File: src/rtl/he_null_mmio_pkg.sv
`default_nettype none
// ============================================================================
// Module      : he_null_mmio_pkg
// Description : Shared constants and types for the HE-NULL MMIO CSR endpoint.
//               It holds the CSR qword offsets, the response FIFO depth and
//               the response entry type carried through the FIFO.
// Revision    : 1.0 - initial release
// ============================================================================
package he_null_mmio_pkg;

    // CSR qword offsets within the 4 KB window
    localparam logic [11:0] c_OFF_DFH     = 12'h000;
    localparam logic [11:0] c_OFF_GUID_L  = 12'h008;
    localparam logic [11:0] c_OFF_GUID_H  = 12'h010;
    localparam logic [11:0] c_OFF_SCRATCH = 12'h018;
    localparam logic [11:0] c_OFF_STATUS  = 12'h020;

    // Response FIFO depth and the matching "full" count value
    localparam int          c_FIFO_DEPTH    = 2;
    localparam logic [1:0]  c_FIFO_CNT_FULL = 2'(c_FIFO_DEPTH);

    // Tag field is sized for the widest supported TAG_W; narrower tags are
    // zero-extended on push and truncated on pop.
    localparam int c_RSP_TAG_MAX_W = 16;

    typedef struct packed {
        logic [c_RSP_TAG_MAX_W-1:0] tag;
        logic [63:0]                data;
    } rsp_entry_t;

    // Place the selected dword of a qword in the low half, upper half zero.
    function automatic logic [63:0] dword_lane(input logic [63:0] qword,
                                               input logic        hi);
        return hi ? {32'h0, qword[63:32]} : {32'h0, qword[31:0]};
    endfunction

endpackage
`default_nettype wire

File: src/rtl/he_null_mmio_csr_if.sv
`default_nettype none
// ============================================================================
// Module      : he_null_mmio_csr_if
// Description : Host MMIO request / read-completion bundle for the HE-NULL
//               CSR endpoint.
//               master : host side, drives requests, consumes completions.
//               slave  : endpoint side, accepts requests, returns completions
//                        and the error pulse.
//               Request : req_valid/req_ready, req_write, req_len64, req_addr,
//                         req_tag, req_wdata, req_pf, req_vf, req_vfa
//               Response: rsp_valid/rsp_ready, rsp_tag, rsp_data
//               Status  : err_pulse
// Revision    : 1.0 - initial release
// ============================================================================
interface he_null_mmio_csr_if #(
    parameter int ADDR_W = 20,
    parameter int TAG_W  = 10
);
    logic              req_valid;
    logic              req_ready;
    logic              req_write;
    logic              req_len64;
    logic [ADDR_W-1:0] req_addr;
    logic [TAG_W-1:0]  req_tag;
    logic [63:0]       req_wdata;
    logic [2:0]        req_pf;
    logic [10:0]       req_vf;
    logic              req_vfa;
    logic              rsp_valid;
    logic              rsp_ready;
    logic [TAG_W-1:0]  rsp_tag;
    logic [63:0]       rsp_data;
    logic              err_pulse;

    modport master (
        output req_valid, req_write, req_len64, req_addr, req_tag, req_wdata,
               req_pf, req_vf, req_vfa, rsp_ready,
        input  req_ready, rsp_valid, rsp_tag, rsp_data, err_pulse
    );

    modport slave (
        input  req_valid, req_write, req_len64, req_addr, req_tag, req_wdata,
               req_pf, req_vf, req_vfa, rsp_ready,
        output req_ready, rsp_valid, rsp_tag, rsp_data, err_pulse
    );
endinterface
`default_nettype wire

File: src/rtl/he_null_rsp_fifo.sv
`default_nettype none
// ============================================================================
// Module      : he_null_rsp_fifo
// Description : 2-entry first-word-fall-through response FIFO. The head
//               entry is held in a register and drives the outputs directly,
//               so out_data is stable while out_valid is high and not popped.
//               Ports: clk, rst_n (async, active-low), push/push_data,
//               pop, out_valid/out_data (head), count (occupancy 0..2).
// Revision    : 1.0 - initial release
// ============================================================================
module he_null_rsp_fifo
    import he_null_mmio_pkg::*;
(
    input  logic       clk,
    input  logic       rst_n,
    input  logic       push,
    input  rsp_entry_t push_data,
    input  logic       pop,
    output logic       out_valid,
    output rsp_entry_t out_data,
    output logic [1:0] count
);

    rsp_entry_t r_head;
    rsp_entry_t r_tail;
    logic [1:0] r_count;

    logic w_do_pop;
    logic w_do_push;

    // A pop on an empty FIFO is ignored; a push on a full FIFO is only
    // honoured when the head leaves in the same cycle.
    assign w_do_pop  = pop && (r_count != 2'd0);
    assign w_do_push = push && ((r_count != c_FIFO_CNT_FULL) || w_do_pop);

    always_ff @(posedge clk or negedge rst_n) begin
        if (!rst_n) begin
            r_head  <= '0;
            r_tail  <= '0;
            r_count <= 2'd0;
        end else begin
            case ({w_do_push, w_do_pop})
                2'b10: begin
                    if (r_count == 2'd0) begin
                        r_head <= push_data;
                    end else begin
                        r_tail <= push_data;
                    end
                    r_count <= r_count + 2'd1;
                end
                2'b01: begin
                    r_head  <= r_tail;
                    r_count <= r_count - 2'd1;
                end
                2'b11: begin
                    // Occupancy unchanged; the older entry moves to the head
                    // so ordering is kept.
                    if (r_count == 2'd1) begin
                        r_head <= push_data;
                    end else begin
                        r_head <= r_tail;
                        r_tail <= push_data;
                    end
                end
                default: ;
            endcase
        end
    end

    assign out_valid = (r_count != 2'd0);
    assign out_data  = r_head;
    assign count     = r_count;

endmodule
`default_nettype wire

File: src/rtl/he_null_mmio_csr.sv
`default_nettype none
// ============================================================================
// Module      : he_null_mmio_csr
// Description : HE-NULL MMIO CSR endpoint. Filters routed host MMIO requests
//               against its PF/VF identity, decodes the CSR window
//               (DFH, GUID_L, GUID_H, SCRATCHPAD, STATUS) and returns read
//               completions through a 2-entry FWFT response FIFO.
//               Ports: clk, rst_n (async, active-low), bus (slave modport of
//               he_null_mmio_csr_if: request, response and err_pulse).
//               TAG_W must not exceed 16 and ADDR_W must exceed 12.
// Revision    : 1.0 - initial release
// ============================================================================
module he_null_mmio_csr
    import he_null_mmio_pkg::*;
#(
    parameter int          ADDR_W       = 20,
    parameter int          TAG_W        = 10,
    parameter int          PF_NUM       = 0,
    parameter int          VF_NUM       = 0,
    parameter int          VF_ACTIVE    = 0,
    parameter logic [63:0] DFH_VALUE    = 64'h1000_0000_1000_0001,
    parameter logic [63:0] GUID_L_VALUE = 64'hA5A5_0000_0000_0001,
    parameter logic [63:0] GUID_H_VALUE = 64'h5A5A_0000_0000_0002
)(
    input  logic              clk,
    input  logic              rst_n,
    he_null_mmio_csr_if.slave bus
);

    localparam logic [2:0]  c_PF  = 3'(PF_NUM);
    localparam logic [10:0] c_VF  = 11'(VF_NUM);
    localparam logic        c_VFA = 1'(VF_ACTIVE);

    // ------------------------------------------------------------------
    // State
    // ------------------------------------------------------------------
    logic        r_ready_en;
    logic        r_err_pulse;
    logic [63:0] r_scratch;
    logic [15:0] r_err_cnt;
    logic [15:0] r_rd_cnt;

    // ------------------------------------------------------------------
    // Request decode
    // ------------------------------------------------------------------
    logic        w_req_ready;
    logic        w_accept;
    logic        w_fn_match;
    logic        w_misalign;
    logic        w_err;
    logic        w_in_window;
    logic [11:0] w_qoff;
    logic [63:0] w_qword;
    logic [63:0] w_rd_data;
    logic        w_wr_ok;
    logic        w_rd_acc;
    logic [1:0]  w_fifo_count;
    logic        w_fifo_valid;
    rsp_entry_t  w_fifo_out;
    rsp_entry_t  w_push_entry;

    assign w_accept = bus.req_valid && w_req_ready;

    // req_vf only participates when this block is a VF
    assign w_fn_match = (bus.req_pf == c_PF) &&
                        (bus.req_vfa == c_VFA) &&
                        (!c_VFA || (bus.req_vf == c_VF));

    assign w_misalign = (bus.req_addr[1:0] != 2'b00) ||
                        (bus.req_len64 && bus.req_addr[2]);

    assign w_err = !w_fn_match || w_misalign;

    assign w_in_window = (bus.req_addr[ADDR_W-1:12] == '0);
    assign w_qoff      = {bus.req_addr[11:3], 3'b000};

    // Qword read mux; holes and out-of-window addresses read as zero.
    always_comb begin
        w_qword = 64'h0;
        if (w_in_window) begin
            case (w_qoff)
                c_OFF_DFH:     w_qword = DFH_VALUE;
                c_OFF_GUID_L:  w_qword = GUID_L_VALUE;
                c_OFF_GUID_H:  w_qword = GUID_H_VALUE;
                c_OFF_SCRATCH: w_qword = r_scratch;
                c_OFF_STATUS:  w_qword = {32'h0, r_rd_cnt, r_err_cnt};
                default:       w_qword = 64'h0;
            endcase
        end
    end

    always_comb begin
        w_rd_data = 64'h0;
        if (w_err) begin
            w_rd_data = '1;
        end else if (bus.req_len64) begin
            w_rd_data = w_qword;
        end else begin
            w_rd_data = dword_lane(w_qword, bus.req_addr[2]);
        end
    end

    assign w_rd_acc = w_accept && !bus.req_write;
    assign w_wr_ok  = w_accept && bus.req_write && !w_err && w_in_window;

    assign w_push_entry.tag  = c_RSP_TAG_MAX_W'(bus.req_tag);
    assign w_push_entry.data = w_rd_data;

    // ------------------------------------------------------------------
    // Registers and counters
    // ------------------------------------------------------------------
    always_ff @(posedge clk or negedge rst_n) begin
        if (!rst_n) begin
            r_ready_en  <= 1'b0;
            r_err_pulse <= 1'b0;
            r_scratch   <= 64'h0;
            r_err_cnt   <= 16'h0;
            r_rd_cnt    <= 16'h0;
        end else begin
            // Holds req_ready low until the first edge after reset release
            r_ready_en  <= 1'b1;
            r_err_pulse <= w_accept && w_err;

            if (w_wr_ok && (w_qoff == c_OFF_SCRATCH)) begin
                if (bus.req_len64) begin
                    r_scratch <= bus.req_wdata;
                end else if (bus.req_addr[2]) begin
                    r_scratch[63:32] <= bus.req_wdata[31:0];
                end else begin
                    r_scratch[31:0] <= bus.req_wdata[31:0];
                end
            end

            // An erroring request is never a valid STATUS write, so the
            // increment and the clear cannot collide.
            if (w_accept && w_err) begin
                if (r_err_cnt != 16'hFFFF) begin
                    r_err_cnt <= r_err_cnt + 16'h1;
                end
            end else if (w_wr_ok && (w_qoff == c_OFF_STATUS)) begin
                r_err_cnt <= 16'h0;
            end

            // Counts matched reads even when misaligned
            if (w_rd_acc && w_fn_match) begin
                r_rd_cnt <= r_rd_cnt + 16'h1;
            end
        end
    end

    // ------------------------------------------------------------------
    // Response path
    // ------------------------------------------------------------------
    he_null_rsp_fifo u_rsp_fifo (
        .clk       (clk),
        .rst_n     (rst_n),
        .push      (w_rd_acc),
        .push_data (w_push_entry),
        .pop       (bus.rsp_ready),
        .out_valid (w_fifo_valid),
        .out_data  (w_fifo_out),
        .count     (w_fifo_count)
    );

    assign w_req_ready   = r_ready_en && (w_fifo_count != c_FIFO_CNT_FULL);
    assign bus.req_ready = w_req_ready;
    assign bus.rsp_valid = w_fifo_valid;
    assign bus.rsp_tag   = w_fifo_out.tag[TAG_W-1:0];
    assign bus.rsp_data  = w_fifo_out.data;
    assign bus.err_pulse = r_err_pulse;

endmodule
`default_nettype wire

File: src/flat_wrapper.sv
// flat-port wrapper written by rule: the top's interface ports become plain ports
module he_null_mmio_csr_flat import he_null_mmio_pkg::*;
#(
    parameter int          ADDR_W       = 20,
    parameter int          TAG_W        = 10,
    parameter int          PF_NUM       = 0,
    parameter int          VF_NUM       = 0,
    parameter int          VF_ACTIVE    = 0,
    parameter logic [63:0] DFH_VALUE    = 64'h1000_0000_1000_0001,
    parameter logic [63:0] GUID_L_VALUE = 64'hA5A5_0000_0000_0001,
    parameter logic [63:0] GUID_H_VALUE = 64'h5A5A_0000_0000_0002
)
  (clk, rst_n, bus_req_valid, bus_req_write, bus_req_len64, bus_req_addr, bus_req_tag, bus_req_wdata, bus_req_pf, bus_req_vf, bus_req_vfa, bus_rsp_ready, bus_req_ready, bus_rsp_valid, bus_rsp_tag, bus_rsp_data, bus_err_pulse);
  he_null_mmio_csr_if #(.ADDR_W(ADDR_W), .TAG_W(TAG_W)) bus_i ();
  input  logic clk;
  input  logic rst_n;
  input wire logic [$bits(bus_i.req_valid)-1:0] bus_req_valid;
  input wire logic [$bits(bus_i.req_write)-1:0] bus_req_write;
  input wire logic [$bits(bus_i.req_len64)-1:0] bus_req_len64;
  input wire logic [$bits(bus_i.req_addr)-1:0] bus_req_addr;
  input wire logic [$bits(bus_i.req_tag)-1:0] bus_req_tag;
  input wire logic [$bits(bus_i.req_wdata)-1:0] bus_req_wdata;
  input wire logic [$bits(bus_i.req_pf)-1:0] bus_req_pf;
  input wire logic [$bits(bus_i.req_vf)-1:0] bus_req_vf;
  input wire logic [$bits(bus_i.req_vfa)-1:0] bus_req_vfa;
  input wire logic [$bits(bus_i.rsp_ready)-1:0] bus_rsp_ready;
  output wire logic [$bits(bus_i.req_ready)-1:0] bus_req_ready;
  output wire logic [$bits(bus_i.rsp_valid)-1:0] bus_rsp_valid;
  output wire logic [$bits(bus_i.rsp_tag)-1:0] bus_rsp_tag;
  output wire logic [$bits(bus_i.rsp_data)-1:0] bus_rsp_data;
  output wire logic [$bits(bus_i.err_pulse)-1:0] bus_err_pulse;
  assign bus_i.req_valid = bus_req_valid;
  assign bus_i.req_write = bus_req_write;
  assign bus_i.req_len64 = bus_req_len64;
  assign bus_i.req_addr = bus_req_addr;
  assign bus_i.req_tag = bus_req_tag;
  assign bus_i.req_wdata = bus_req_wdata;
  assign bus_i.req_pf = bus_req_pf;
  assign bus_i.req_vf = bus_req_vf;
  assign bus_i.req_vfa = bus_req_vfa;
  assign bus_i.rsp_ready = bus_rsp_ready;
  assign bus_req_ready = bus_i.req_ready;
  assign bus_rsp_valid = bus_i.rsp_valid;
  assign bus_rsp_tag = bus_i.rsp_tag;
  assign bus_rsp_data = bus_i.rsp_data;
  assign bus_err_pulse = bus_i.err_pulse;
  he_null_mmio_csr #(.ADDR_W(ADDR_W), .TAG_W(TAG_W), .PF_NUM(PF_NUM), .VF_NUM(VF_NUM), .VF_ACTIVE(VF_ACTIVE), .DFH_VALUE(DFH_VALUE), .GUID_L_VALUE(GUID_L_VALUE), .GUID_H_VALUE(GUID_H_VALUE)) u_core (.clk(clk), .rst_n(rst_n), .bus(bus_i));
endmodule
File: config.mk
export PLATFORM = sky130hd
export DESIGN_NAME = he_null_mmio_csr_flat
export DESIGN_NICKNAME = d
export VERILOG_FILES = /design/src/rtl/he_null_mmio_pkg.sv /design/src/rtl/he_null_mmio_csr_if.sv /design/src/rtl/he_null_rsp_fifo.sv /design/src/rtl/he_null_mmio_csr.sv /design/src/flat_wrapper.sv
export SDC_FILE = /design/constraint.sdc
export NUM_CORES = 1
export LEC_CHECK = 0
export CORE_UTILIZATION = 58
export DETAILED_ROUTE_END_ITERATION = 12
export GPL_ROUTABILITY_DRIVEN = 0
export GPL_TIMING_DRIVEN = 0
export HOLD_SLACK_MARGIN = 0.05
export PLACE_DENSITY_LB_ADDON = 0.2
export SETUP_SLACK_MARGIN = 0.2
export SLEW_MARGIN = 0
export SYNTH_ARGS = -nofsm -noshare
export SYNTH_HDL_FRONTEND = slang
export SYNTH_SLANG_ARGS = --single-unit
File: constraint.sdc
create_clock -name clk -period 4.3 [get_ports clk]
set_input_delay 0.86 -clock clk [delete_from_list [all_inputs] [get_ports clk]]
set_output_delay 0.86 -clock clk [all_outputs]
set_load 0.005 [all_outputs]
==> reports/qor.csv, run 1 <==
stage;metric;value;unit
clock_network;cts_num_sinks;248;
logic_synthesis;synth-main-ff-cell;dfrtp_1;
logic_synthesis;async_flop_share;100;%
worst_setup_path;crit_slowest_cell;clkdlybuf4s50_1;
worst_setup_path;r2r-start;u_core.u_rsp_fifo.count[0];
worst_setup_path;ff2ff_path_depth;13;
sta;tns;0;ns
worst_setup_path;path_delay_family;buffers and inverters;
drt;vias;10500;
logic_synthesis;ys.warnings.count;0;
grt;grt_max_degree;129;
run_status;status;complete, no violations;
hold_path;holdCritPathClass;in2async;
clock_network;cts_setup_buffers;0;
worst_setup_path;critPathMaxFanout;10;
layout;drive_gt1_share;9.32;%
logic_synthesis;synth_seq_area_share;52.3;%
logic_synthesis;synth-edff-count;0;
die;initial_core_util;60.0;%
logic_synthesis;syn_area;0.0119;mm2
worst_setup_path;cp-end-kind;flip-flop;
clock_network;root_buffer;clkbuf_16;
drt;ant_nets;0;
die;dieArea;0.0210;mm2
logic_synthesis;synth_area_per_cell;10.1;um2
grt;grt_overflow;0;
sta;period_needed;3.97;ns
clock_network;cts_resized;0;
grt;antenna_found_initial;0;
drt;drt_iter0_markers;933;
layout;area_growth;25.4;%
grt;track_usage;33.1;%
logic_synthesis;ys_types;66;
pwr;cellLeakagePower;6.26;nW
worst_setup_path;crit_chain;clkdlybuf4s50_1 > nand4bb_1 > clkbuf_1 > inv_1 > ha_1 > nand2_1 > o211a_1 > clkbuf_1 > clkbuf_1 > clkbuf_1 > nor2_1 > a21oi_1;
clock_network;path_clk_slew;0.06;ns
drt;via_per_inst;6.31;
logic_synthesis;syn_inst;1169;
worst_setup_path;startpoint;bus_req_write;
placement;placed_area;0.0140;mm2
layout;design_area;0.0149;mm2
die;coreArea;0.0198;mm2
clock_network;cts_made_buffers;26;
logic_synthesis;syn_nets;1292;
clock_network;cts_hold_buf;0;
worst_setup_path;cp_num_cells;12;
worst_setup_path;startpoint_type;input port;
sta;report.final.setup_viol;0;
sta;rsz0062_at_grt;false;
sta;fmax;252;MHz
die;row_count;51;
drt;wl_per_cell;20.6;um
sta;post-route-period-util;92.3;%
layout;layout.nets;1500;
worst_setup_path;path_class;in2reg;
worst_setup_path;cp_data_required_time;4.76;ns
die;die-height;145;um
grt;grt_pass1_wl;55.0;mm
grt;first_global_vias;10300;
worst_setup_path;cp_common_cell;clkbuf_1;
sta;worst_pin_slew;0.899;ns
worst_setup_path;cp.arrival;4.43;ns
drt;routed_wirelength;34.2;mm
layout;diodes;0;
worst_setup_path;cp_num_buf_inv;6;
drt;post-route-drc-count;0;
sta;hold_viol_final;0;
sta;drv_slew;0;
sta;finClkSkew;0.0199;ns
clock_network;tritoncts;done;
run;drv_cap;0;
logic_synthesis;synth-seq-cells;248;
placement;port_buffers;179;
clock_network;insertion_delay;0.54;ns
die;io_pins;192;
worst_setup_path;max_stage_delay;0.59;ns
drt;first_pass_iters;5;
placement;place_hpwl;25.1;mm
clock_network;clockBufferDepth;3;
die;die_w;145;um
pwr;powerDensity;515;mW/mm2
pwr;ir_worst_vdd;0.347;mV
sta;slew-limit-headroom;40.0;%
clock_network;htree_levels;1;
==> registers in the layout, summed over array words and instances (netlist names) <==
name                        flops
u_core.r_ready_en               1
u_core.u_rsp_fifo.out_data     74
u_core.u_rsp_fifo.r_tail       74
u_core.r_rd_cnt                16
u_core.u_rsp_fifo.count         2
u_core.bus.err_pulse            1
u_core.r_scratch               64
u_core.r_err_cnt               16
==> layer usage <==
metal	part of all wire [%]	vias to the layer above	GRT usage, %
met5	0	-	0
met4	2.8	0	10.3
met3	9.5	71	7.26
met2	46	549	50.8
met1	42	5175	47.0
li1	-	4676	-
==> cell families after synthesis <==
logic type / count (synthesis) / share of synthesized area [%]
adders and majority gates: 8 / 0.844
other: 1 / 0.0316
and+or+nand+nor: 317 / 13.5
xor gates and xnor gates: 23 / 1.70
muxes: 92 / 8.22
AOI/OAI and AO/OA: 379 / 19.8
buffers and inverters: 101 / 3.62
DFF: 248 / 52.3
==> cells in the final DEF (no fill, tap or decap), types with 10 or more instances in the layout <==
cell             synthesis  layout
mux2i_1                 49      49
clkbuf_16                0      26
nor2b_1                 10      10
nand3_1                 24      24
dfrtp_1                248     248
nand2_1                 43      43
mux2_2                  42      42
xnor2_1                 15      15
nor2_1                 142     142
o22ai_1                 21      21
a21oi_1                167     167
o21ai_0                 52      52
a21o_1                  10      10
clkbuf_1                63      68
a221oi_1                13      13
clkdlybuf4s50_1          0     178
buf_2                   19      19
and2_1                  21      21
a31oi_1                 11      11
o2111ai_1               12      12
nor3_1                  22      22
o2bb2ai_1               20      20
a22oi_1                 41      41
==> metrics by stage <==
stage,utilization (%),worst slack [ns],cells,total power [mW],hold slack (ns)
6_report,75.2,0.332,1660,7.67,0.427
5_1_grt,75.2,0.213,1660,8.04,0.491
4_1_cts,75.2,0.443,1660,7.68,0.448
3_5_place_dp,70.9,-0.0648,1614,5.45,0.490
3_3_place_gp,70.7,-8.02,1613,5.35,0.483
2_1_floorplan,-,1.48,1169,4.15,0.458
==> cells in the mapped netlist, types with 7 or more instances <==
cell / n / share of area [%]
buf_4: 7 / 0.44
nor2b_1: 10 / 0.53
o2111ai_1: 12 / 0.89
buf_2: 19 / 0.80
o2bb2ai_1: 20 / 1.5
nor2_1: 142 / 4.5
mux2i_1: 49 / 4.1
inv_1: 9 / 0.28
nand4_1: 7 / 0.37
nand2_1: 43 / 1.4
o22ai_1: 21 / 1.1
mux2_2: 42 / 4.0
xnor2_1: 15 / 1.1
a221oi_1: 13 / 0.96
a22oi_1: 41 / 2.6
a21oi_1: 167 / 7.0
dfrtp_1: 248 / 52
nand3_1: 24 / 1.0
nor3_1: 22 / 0.93
nand2b_1: 9 / 0.47
xor2_1: 8 / 0.59
ha_1: 8 / 0.84
and2_1: 21 / 1.1
o21ai_0: 52 / 2.2
a31oi_1: 11 / 0.58
clkbuf_1: 63 / 2.0
a21o_1: 10 / 0.63
==> worst paths after layout <==
check / endpoint / slack (ns)
worst max-delay path: u_core.u_rsp_fifo.r_tail[26] / 0.33
worst min-delay path: u_core.u_rsp_fifo.r_tail[29] / 0.43
worst max register to register: u_core.u_rsp_fifo.r_tail[26] / 0.56
worst min register to register: u_core.u_rsp_fifo.out_data[1] / 0.50
max in group asynchronous: u_core.r_scratch[10] / 2.71
min in group clk: u_core.u_rsp_fifo.out_data[1] / 0.50
==> area by class of cell <==
class                           count  area, um2
Buffer                             91        392
Clock buffer                       40        793
Clock inverter                      6       68.8
Fill cell                        1415       4900
Inverter                           10       37.5
Multi-Input combinational cell    820       5230
Sequential cell                   248       6210
Tap cell                          265        332
Timing Repair Buffer              180       1820
==> report_power, final <==
part | switching, mW | internal (mW) | total [mW]
Combinational | 1.06 | 1.20 | 2.26
Sequential | 0.339 | 2.83 | 3.17
Clock | 0.909 | 1.32 | 2.23
Total | 2.31 | 5.36 | 7.67
(Power assumes the default switching activity.)
==> run 2, diff against run 1 <==
Settings changed: CORE_UTILIZATION 58 to 30.
==> reports/qor.csv, run 2 (synthesized netlist as in run 1, its figures left out) <==
stage;metric;value;unit
run_status;status;complete, no violations;
layout;layout.nets;1505;
layout;final_cell_mix;dfrtp_1, clkdlybuf4s50_1, a21oi_1;
clock_network;cts_num_sinks;248;
drt;highest_layer;met4;
sta;finClkSkew;0.0125;ns
worst_setup_path;cp.arrival;4.15;ns
clock_network;root_buffer;clkbuf_16;
pwr;cellLeakagePower;6.32;nW
pwr;ir_worst_vdd;0.281;mV
worst_setup_path;cp_common_cell;clkbuf_1;
drt;ant_nets;0;
drt;drt_iter0_markers;686;
run;drv_cap;0;
sta;slew-limit-headroom;45.0;%
drt;wl_per_cell;19.9;um
layout;n_fill_cell;3821;
grt;grt_overflow;0;
hold_path;holdCritPathClass;in2async;
sta;post-route-period-util;85.6;%
drt;routed_wirelength;38.3;mm
die;die_w;201;um
drt;first_pass_iters;5;
layout;fin_util;39.5;%
die;io_pins;192;
die;row_count;72;
placement;port_buffers;179;
die;die-height;201;um
grt;grt_max_degree;110;
clock_network;htree_levels;1;
worst_setup_path;cp_data_required_time;4.77;ns
worst_setup_path;cp_num_cells;12;
worst_setup_path;critPathMaxFanout;10;
worst_setup_path;max_stage_delay;0.57;ns
pwr;p_seq_share;40.0;%
layout;drive_gt1_share;9.63;%
pwr;swShare;30.3;%
clock_network;cts_setup_buffers;0;
pwr;switchingPower;2.41;mW
worst_setup_path;path_delay_family;buffers and inverters;
grt;first_global_vias;9969;
grt;track_usage;19.0;%
grt;grt_pass1_wl;60.3;mm
worst_setup_path;crit_slowest_cell;clkbuf_1;
drt;detailroute.wirelength.met2;17.3;mm
pwr;p_comb_share;28.6;%
clock_network;cts_hold_buf;0;
sta;rsz0062_at_grt;false;
drt;m1WireLength;18.3;mm
worst_setup_path;cp-end-kind;flip-flop;
layout;design_area;0.0153;mm2
drt;via_per_inst;5.12;
die;dieArea;0.0403;mm2
worst_setup_path;startpoint_type;input port;
layout;diodes;0;
pwr;powerDensity;519;mW/mm2
pwr;clkPwrFrac;31.3;%
drt;wl_met3;2.04;mm
layout;multi_input_area;0.00523;mm2
sta;worst_pin_slew;0.818;ns
pwr;p_int;5.54;mW
worst_setup_path;ff2ff_path_depth;13;
sta;drv_slew;0;
die;coreArea;0.0388;mm2
sta;report.final.setup_viol;0;
worst_setup_path;cp_num_buf_inv;6;
clock_network;path_clk_slew;0.06;ns
sta;period_needed;3.68;ns
worst_setup_path;path_class;in2reg;
layout;layout_commonest_cell;dfrtp_1;
layout;area_growth;29.3;%
sta;hold_viol_final;0;
placement;place_hpwl;29.2;mm
drt;post-route-drc-count;0;
sta;fmax;272;MHz
clock_network;clockBufferDepth;3;
clock_network;insertion_delay;0.55;ns
worst_setup_path;crit_chain;clkdlybuf4s50_1 > nand4bb_1 > clkbuf_1 > inv_1 > ha_1 > nand2_1 > o211a_1 > clkbuf_1 > clkbuf_1 > clkbuf_1 > nor2_1 > a21oi_1;
clock_network;cts_made_buffers;30;
clock_network;cts_resized;0;
clock_network;tritoncts;done;
grt;antenna_found_initial;0;
drt;vias;9833;
die;initial_core_util;30.6;%
placement;placed_area;0.0144;mm2
layout;ff_latch_area;0.00621;mm2
## run 2: cell count changes in the layout (fill, tap and decap cells not counted)
cell,change
clkbuf_8,-1
clkbuf_1,+2
buf_16,+1
clkbuf_16,+5
clkinv_8,-1
inv_6,+1
## run 2: final timing paths
kind	start	slack, ns	to
worst max register to register	u_core.u_rsp_fifo.count[0]	0.66	u_core.u_rsp_fifo.r_tail[27]
min in group clk	u_core.r_scratch[4]	0.49	u_core.r_scratch[4]
max in group asynchronous	rst_n	3.24	u_core.u_rsp_fifo.r_tail[34]
worst min-delay path	rst_n	0.18	u_core.r_scratch[27]
worst min register to register	u_core.r_scratch[4]	0.49	u_core.r_scratch[4]
worst max-delay path	bus_req_write	0.62	u_core.u_rsp_fifo.r_tail[27]
## run 2: metrics by stage
step / worst slack (ns) / instances / setup TNS (ns) / total power [mW] / hold slack, ns
final: 0.619 / 1920 / 0 / 7.95 / 0.184
after global placement: -8.79 / 1866 / -2173.48 / 5.50 / 0.480
after global routing: 0.380 / 1920 / 0 / 8.41 / 0.190
after CTS: 0.621 / 1920 / 0 / 8.04 / 0.174
after detailed placement: 0.0645 / 1868 / 0 / 5.54 / 0.482
after floorplan: 1.48 / 1169 / 0 / 4.15 / 0.458
## run 2: per-layer routing
| layer | vias up | global-route usage [%] |
|---|---|---|
| li1 | 4680 | - |
| met1 | 4828 | 27.8 |
| met2 | 292 | 29.7 |
| met3 | 33 | 2.99 |
| met4 | 0 | 3.84 |
| met5 | - | 0 |
## run 2: worst register-to-register path: stages, from the launching register on
cell and delay (ns):
dfrtp_1 0.41, inv_1 0.10, ha_1 0.25, nand4bb_1 0.15, clkbuf_1 0.38, inv_1 0.19, ha_1 0.27, nand2_1 0.09
o211a_1 0.14, clkbuf_1 0.24, clkbuf_1 0.54, clkbuf_1 0.57, nor2_1 0.09, a21oi_1 0.14
## run 2: layout make-up
type	count	share of cell area, %
multi-input combinational	820	34.1
inverter	10	0.245
sequential	248	40.5
timing repair buffer	181	12.1
tap	518	4.23
clock inverter	6	0.400
clock buffer	46	5.95
buffer	91	2.55
## run 2: power by group through the flow
stage | Combinational [mW] | Sequential (mW) | Clock [mW]
after global placement | 2.27 | 3.23 | 0
after global routing | 2.51 | 3.25 | 2.65
after detailed placement | 2.30 | 3.24 | 0
after floorplan | 1.01 | 3.15 | 0
after CTS | 2.31 | 3.20 | 2.54
final | 2.28 | 3.18 | 2.49
